### config.mk
export PLATFORM = sky130hd
export DESIGN_NAME = round_sequencer
export DESIGN_NICKNAME = d
export VERILOG_FILES = /design/src/rtl/round_sequencer.sv
export SDC_FILE = /design/constraint.sdc
export NUM_CORES = 1
export LEC_CHECK = 0
export BUFFER_PORTS_ARGS = -buffer_cell sky130_fd_sc_hd__buf_2
export CAP_MARGIN = 40
export CORE_AREA = 2 2 101 103
export DETAILED_ROUTE_END_ITERATION = 10
export DIE_AREA = 0 0 103 105
export SETUP_SLACK_MARGIN = 0.4
export SLEW_MARGIN = 20
export SYNTH_ARGS = -nofsm -noshare
export SYNTH_HDL_FRONTEND = slang
export SYNTH_SLANG_ARGS = --single-unit
### constraint.sdc
create_clock -name secclk -period 14.9 [get_ports secclk]
set_input_delay 0.745 -clock secclk [delete_from_list [all_inputs] [get_ports secclk]]
set_output_delay 0.745 -clock secclk [all_outputs]
set_load 0.03 [all_outputs]
### src/rtl/round_sequencer.sv
// round_sequencer: per-round game controller (idle, ready countdown, timed play, result hold); STREAK_BONUS_EN adds the win-streak bonus
module round_sequencer #(
    parameter int READY_SECS  = 5,
    parameter int SLICES      = 10,
    parameter int MAX_DIFF    = 9,
    parameter int RESULT_SECS = 3,
    parameter int SCORE_W     = 8
) (
    input  logic               secclk,
    input  logic               resetn,
    input  logic               start,
    input  logic [3:0]         difficulty,
    input  logic               guess_valid,
    input  logic               guess_correct,
    output logic [1:0]         phase,
    output logic [2:0]         countdown,
    output logic [4:0]         progress,
    output logic [SCORE_W-1:0] score,
    output logic               win,
    output logic               timeout,
    output logic [2:0]         streak
);
    localparam int SW1 = SCORE_W + 1;
    typedef enum logic [1:0] {IDLE, READY, PLAY, RESULT} state_t;
    state_t st;
    logic [7:0] timer, tnew, dq, pen, hold;
    logic [3:0] diff_q, dsel;
    logic [4:0] pnew;
    logic [SW1-1:0] sum;
    assign phase = st;
    // next-timer, progress slice, clamped difficulty and saturating score candidates
    always_comb begin
        dsel = (difficulty == 4'd0) ? 4'd1 : (difficulty > 4'(MAX_DIFF)) ? 4'(MAX_DIFF) : difficulty;
        dq   = {4'd0, diff_q};
        pen  = dq + 8'd1;
        tnew = guess_valid ? ((timer > pen) ? timer - pen : 8'd0) : timer - 8'd1;
        pnew = 5'((tnew + dq - 8'd1) / dq);
        sum  = {1'b0, score} + SW1'(progress) + SW1'(streak);
    end
    // round phase state machine with registered outputs
    always_ff @(posedge secclk or negedge resetn) begin
        if (!resetn) begin
            st        <= IDLE;
            countdown <= 3'(READY_SECS);
            progress  <= 5'(SLICES);
            score     <= '0;
            win       <= 1'b0;
            timeout   <= 1'b0;
            timer     <= 8'd0;
            diff_q    <= 4'd1;
            hold      <= 8'd0;
        end else begin
            case (st)
                IDLE: if (start) begin
                    diff_q    <= dsel;
                    countdown <= 3'(READY_SECS);
                    win       <= 1'b0;
                    timeout   <= 1'b0;
                    st        <= READY;
                end
                READY: begin
                    countdown <= countdown - 3'd1;
                    if (countdown == 3'd1) begin
                        timer    <= 8'(SLICES) * dq;
                        progress <= 5'(SLICES);
                        st       <= PLAY;
                    end
                end
                PLAY: if (guess_valid && guess_correct) begin
                    win   <= 1'b1;
                    score <= sum[SCORE_W] ? '1 : sum[SCORE_W-1:0];
                    st    <= RESULT;
                end else begin
                    timer    <= tnew;
                    progress <= pnew;
                    if (tnew == 8'd0) begin
                        timeout <= 1'b1;
                        st      <= RESULT;
                    end
                end
                RESULT: if (hold == 8'(RESULT_SECS - 1)) begin
                    hold      <= 8'd0;
                    countdown <= 3'(READY_SECS);
                    st        <= IDLE;
                end else begin
                    hold <= hold + 8'd1;
                end
            endcase
        end
    end
`ifdef STREAK_BONUS_EN
    // consecutive-win counter: saturating increment on a win, cleared by a timeout
    always_ff @(posedge secclk or negedge resetn) begin
        if (!resetn)
            streak <= 3'd0;
        else if (st == PLAY && guess_valid && guess_correct)
            streak <= (streak == 3'd7) ? streak : streak + 3'd1;
        else if (st == PLAY && tnew == 8'd0)
            streak <= 3'd0;
    end
`else
    assign streak = 3'd0;
`endif
endmodule

After elaboration in Yosys (flattened, before gate mapping)
Index checks and enable logic that the tools add are counted.
Storage, ports and cells
  register bits after elaboration: 40
  logic and storage cells: 74
  output and inout bits: 23
  bits of input ports: 9
Cells by class
  multiply operators: 1
  $lt $le $gt $ge: 2
  divide/modulo/power cells: 1
  add/sub/neg operators: 8
  eq/ne operators: 12
  mux-type cells: 27
  reduce and logical (&&, ||, !) cells: 14
Operators by type and width (count)
  $mux 8: 6
  $pmux 8 s2: 1
  $sub 8x1->8 const B: 2
  $ne 2x2->1 const B: 6
  $mux 2: 5
  $mux 5: 2
  $pmux 5 s2: 1
  $add 8x5->9: 1
  $pmux 3 s3: 1
  $reduce_and 3->1: 3
  $add 8x1->8 const B: 1
  $add 8x4->8: 1
  $div 8x4->8: 1
  $eq 8x2->1 const B: 1
  $gt 8x5->1: 1
  $logic_not 8->1: 1
  $mux 4: 2
  $pmux 2 s4: 1
  $reduce_and 4->1: 2
  $sub 8x5->8: 1
  $mul 3x4->7 const A: 1
  $mux 3: 2
  $add 4x1->5 const B: 1
  $eq 2x2->1 const B: 2
  13 further kinds: 19

Logic depth before layout (Yosys ltp)
  depth in word-level cells: 9
  depth in mapped cells: 71
  mapped depth without buffers: 71

Worst setup path before layout
OpenSTA, ideal clock, no wires.
  path type: register to register
  from: reg diff_q[0]
  to: reg progress[0]
  cell stages (with the launch flop): 66
  period minus slack after synthesis: 14.257 ns
  buffers on the path: 0
  setup time: 0.122 ns
  data required time: 14.778 ns
  arrival time: 14.135 ns
  slack: 0.643 ns
  path through: dfstp_2 > inv_1 > ha_1 > fa_1 > nor2b_1 > o21ai_0 > a21boi_0 > o22a_1 > o21ai_1 > o32a_1 > ha_1 > fa_1 > nor2b_1 > o31a_1 > o21ai_0 > nand2b_1 > xnor2_1 > ha_1 > [30 not listed] > or4_4 > o211ai_4 > mux2i_1 > ha_1 > o21a_1 > o21ai_0 > nand2b_1 > a21oi_1 > nand4_1 > nor2_2 > mux2_2 > ha_1 > nor2b_1 > o21ai_0 > nand3b_1 > nor2_1 > or4bb_1 > a32o_1
Between the ends
  word-level cells in the longest chain between the ends: 9
  elaborated cells on any way between the ends: 10
  those cells by class: add/sub: 4; div: 1; order compare: 1; mux: 4
RTL lines
  start, declared: RTL line 27  | logic [3:0] diff_q, dsel;
  start signal, assigned: RTL line 55  | diff_q <= dsel;
  $add 4x1->5: RTL line 35  | pen = dq + 8'd1;
  $sub 8x5->8 or $gt 8x5->1 (tied branches): RTL line 36  | tnew = guess_valid ? ((timer > pen) ? timer - pen : 8'd0) : timer - 8'd1;
  $mux 8 (2 in series): RTL line 36
  $add 8x4->8: RTL line 37  | pnew = 5'((tnew + dq - 8'd1) / dq);
  $sub 8x1->8: RTL line 37
  $div 8x4->8 *: RTL line 37
  $mux 5 *: RTL line 69  | PLAY: if (guess_valid && guess_correct) begin
  $pmux 5 s2 *: RTL line 53  | case (st)
  end signal, assigned: RTL line 45  | progress <= 5'(SLICES);
  end signal, assigned: RTL line 65  | progress <= 5'(SLICES);
  end signal, assigned: RTL line 75  | progress <= pnew;
  end, declared: RTL line 17  | output logic [4:0] progress,
Mark *: on every way between the ends. The rest lies on a longest branch, timed or not. The select of a mux whose other input is x is not followed.
A chain may end at the register's enable or synchronous reset.

Final worst setup path
Ends and elaborated chain as after synthesis.

==> results.tsv <==
metric	value	unit
status	completed	
cts.htree.levels	2	
clock_latency	0.29	ns
detail-route-antenna-nets	0	
r2r_slack	1.04	ns
drc	0	
die_area	10800	µm²
die_w	103	µm
grt_pass1_vias	3465	
drt_iter0_drc	145	
cts.sinks	40	
num-nets-final	651	
yosysWarnings	0	
gp_congestion	0.825	
yosysSeqAreaShare	23.4	%
grt_pass1_wl	16300	µm
syn-instance-count	501	
yosys_most_used_dff	dfrtp_1	
timing.final.crit_period	13.86	ns
maxCapViolations	0	
drt_pre_antenna_iters	4	
dieHeight	105	µm
cts_buffers	5	
r2r_cells	70	
core	9640	µm²
async_reset_ff_share	100	%
clockBufferDepth	2	
hold_viol	0	
clock_skew	0.00617	ns
rsz0062_at_grt	no	
antenna_found_initial	0	
routedWlPerCell	14.2	µm
cpMostUsedCell	o21a_1	
slew_headroom	47.9	%
num_io_pins	32	
ys_ff_latch	40	
area_growth	21.1	%
cpPeakStageDelay	0.60	ns
synthesis.area_per_instance	8.60	µm²
track_usage	18.5	%
cts.clk_slew.worst_paths	0.09	ns
initial_core_util	44.7	%
post_route_cells_drive_above_1_share	25.6	%
cts_tree	yes	
vias	3764	
drt_wl_total	10100	µm
core.rowCount	36	
num-fill-cells	917	
final_core_util	54.2	%
required	15.08	ns
r2r-end	progress[0]$_DFFE_PN0P_	
clock-root-buffer	clkbuf_8	
min_period_over_period	93.0	%
hold_path_class	input port to async pin	
overflow	0	
finalSetupViolations	0	
numPortBuffers	28	
synth_edf_count	0	
start_kind	flop	
crit_slowest_cell	dfstp_2	
worstSetupPathType	flop to flop	
slew_viol_final	0	
syn_area	4310	µm²
cp-end-kind	flop	
clock.fmax	72.1	MHz
netlist-cell-type-count	69	
worst_slew_pin_slew	0.776	ns
dp_hpwl	7790	µm
timing.rr.start	diff_q[0]$_DFFE_PN1P_	
viasPerCell	5.32	
grt_max_degree	25	
critical_path.max_fanout	8	
cp.arrival	14.04	ns
diodes	0	
[placed cells by master, fill, tap and decap left out, types with 8 or more instances in the layout]
cell type,n
a21oi_1,16
buf_2,28
buf_4,45
dfrtp_1,35
ha_1,53
ha_4,9
inv_1,45
mux2_2,10
mux2i_1,8
nand2_1,48
nand2b_1,12
nand3_1,10
nor2_1,27
nor2b_1,9
nor3_1,16
o21a_1,13
o21ai_0,36
xnor2_1,19
xor2_1,9
[cells by family after synthesis]
logic type,synth area share (%)
other cells,0.0870
fa+ha+maj,20.7
compound gates,18.4
flops,23.4
mux,5.81
xor+xnor,5.89
buf+inv,5.49
simple gates,20.3
[through the flow]
step	setup slack (ns)	area [µm²]	std cells	hold WS, ns	setup TNS (ns)
after floorplan	0.643	4320	503	0.438	0
after global placement	0.245	4710	673	0.466	0
after detailed placement	-0.203	4730	674	0.478	-0.203
after CTS	0.412	4870	685	0.377	0
after global routing	0.240	5220	708	0.393	0
final	1.04	5220	708	0.379	0
[worst max-delay path by stage]
stage | startpoint | endpoint | slack, ns | cells after the start
global route | diff_q[0]$_DFFE_PN1P_ | progress[0]$_DFFE_PN0P_ | 0.24 | 72
global placement | diff_q[0]$_DFFE_PN1P_ | progress[0]$_DFFE_PN0P_ | 0.25 | 65
finish | diff_q[0]$_DFFE_PN1P_ | progress[0]$_DFFE_PN0P_ | 1.04 | 70
detailed placement | diff_q[0]$_DFFE_PN1P_ | progress[0]$_DFFE_PN0P_ | -0.20 | 66
floorplan | diff_q[0]$_DFFE_PN1P_ | progress[0]$_DFFE_PN0P_ | 0.64 | 65
CTS | diff_q[0]$_DFFE_PN1P_ | progress[0]$_DFFE_PN0P_ | 0.41 | 67
[cell type report]
cell class | count | area (µm²) | area share (%)
inverters | 45 | 169 | 3.24
flip-flops and latches | 40 | 1010 | 19.3
repair buffers | 75 | 509 | 9.75
clock buffers | 5 | 68.8 | 1.32
well taps | 133 | 166 | 3.19
clock inverters | 3 | 18.8 | 0.359
multi-input cells | 407 | 3280 | 62.9
[synthesized netlist by cell type, types with 5 or more instances]
master | instances | area [µm²]
a21o_1 | 5 | 37.5
a21oi_1 | 18 | 90.1
clkbuf_1 | 6 | 22.5
dfrtp_1 | 35 | 876
dfstp_2 | 5 | 131
ha_1 | 64 | 801
inv_1 | 45 | 169
mux2_2 | 12 | 135
mux2i_1 | 10 | 100
nand2_1 | 48 | 180
nand2b_1 | 12 | 75.1
nand3_1 | 10 | 50.1
nand4_1 | 6 | 37.5
nor2_1 | 29 | 109
nor2b_1 | 11 | 68.8
nor3_1 | 16 | 80.1
o21a_1 | 13 | 97.6
o21ai_0 | 43 | 215
xnor2_1 | 20 | 175
xor2_1 | 9 | 78.8
[repair_timing]
| item | 4_1_cts | 5_1_grt |
|---|---|---|
| buffers inserted | 3 | 23 |
| hold buffers | 0 | 0 |
| pin swaps | 5 | 26 |
| resized for setup | 8 | 37 |
| setup endpoints to repair | 1 | 1 |
[per-layer routing]
metal / GRT usage [%] / wire, µm
met1: 25.1 / 4810
met2: 31.8 / 5090
met3: 1.61 / 111
met4: 3.67 / 56
met5: 0 / 0
[worst max-delay path, delay by kind of cell (launching register included)]
kind | cells | cell delay, ns
AOI/OAI and AO/OA | 26 | 4.04
buffers and inverters | 8 | 0.92
xor gates and xnor gates | 1 | 0.12
adders and majority gates | 13 | 3.29
and+or+nand+nor | 17 | 3.16
DFF | 1 | 0.60
muxes | 5 | 1.62
[sequential cells by signal, summed over array words and instances, names as in the netlist]
register / cells
hold: 8
score: 8
timer: 8
progress: 5
diff_q: 4
countdown: 3
phase: 2
timeout: 1
win: 1
Power is not shown: default switching activity piles up to over one toggle a cycle in this logic, so the estimate is an artifact.
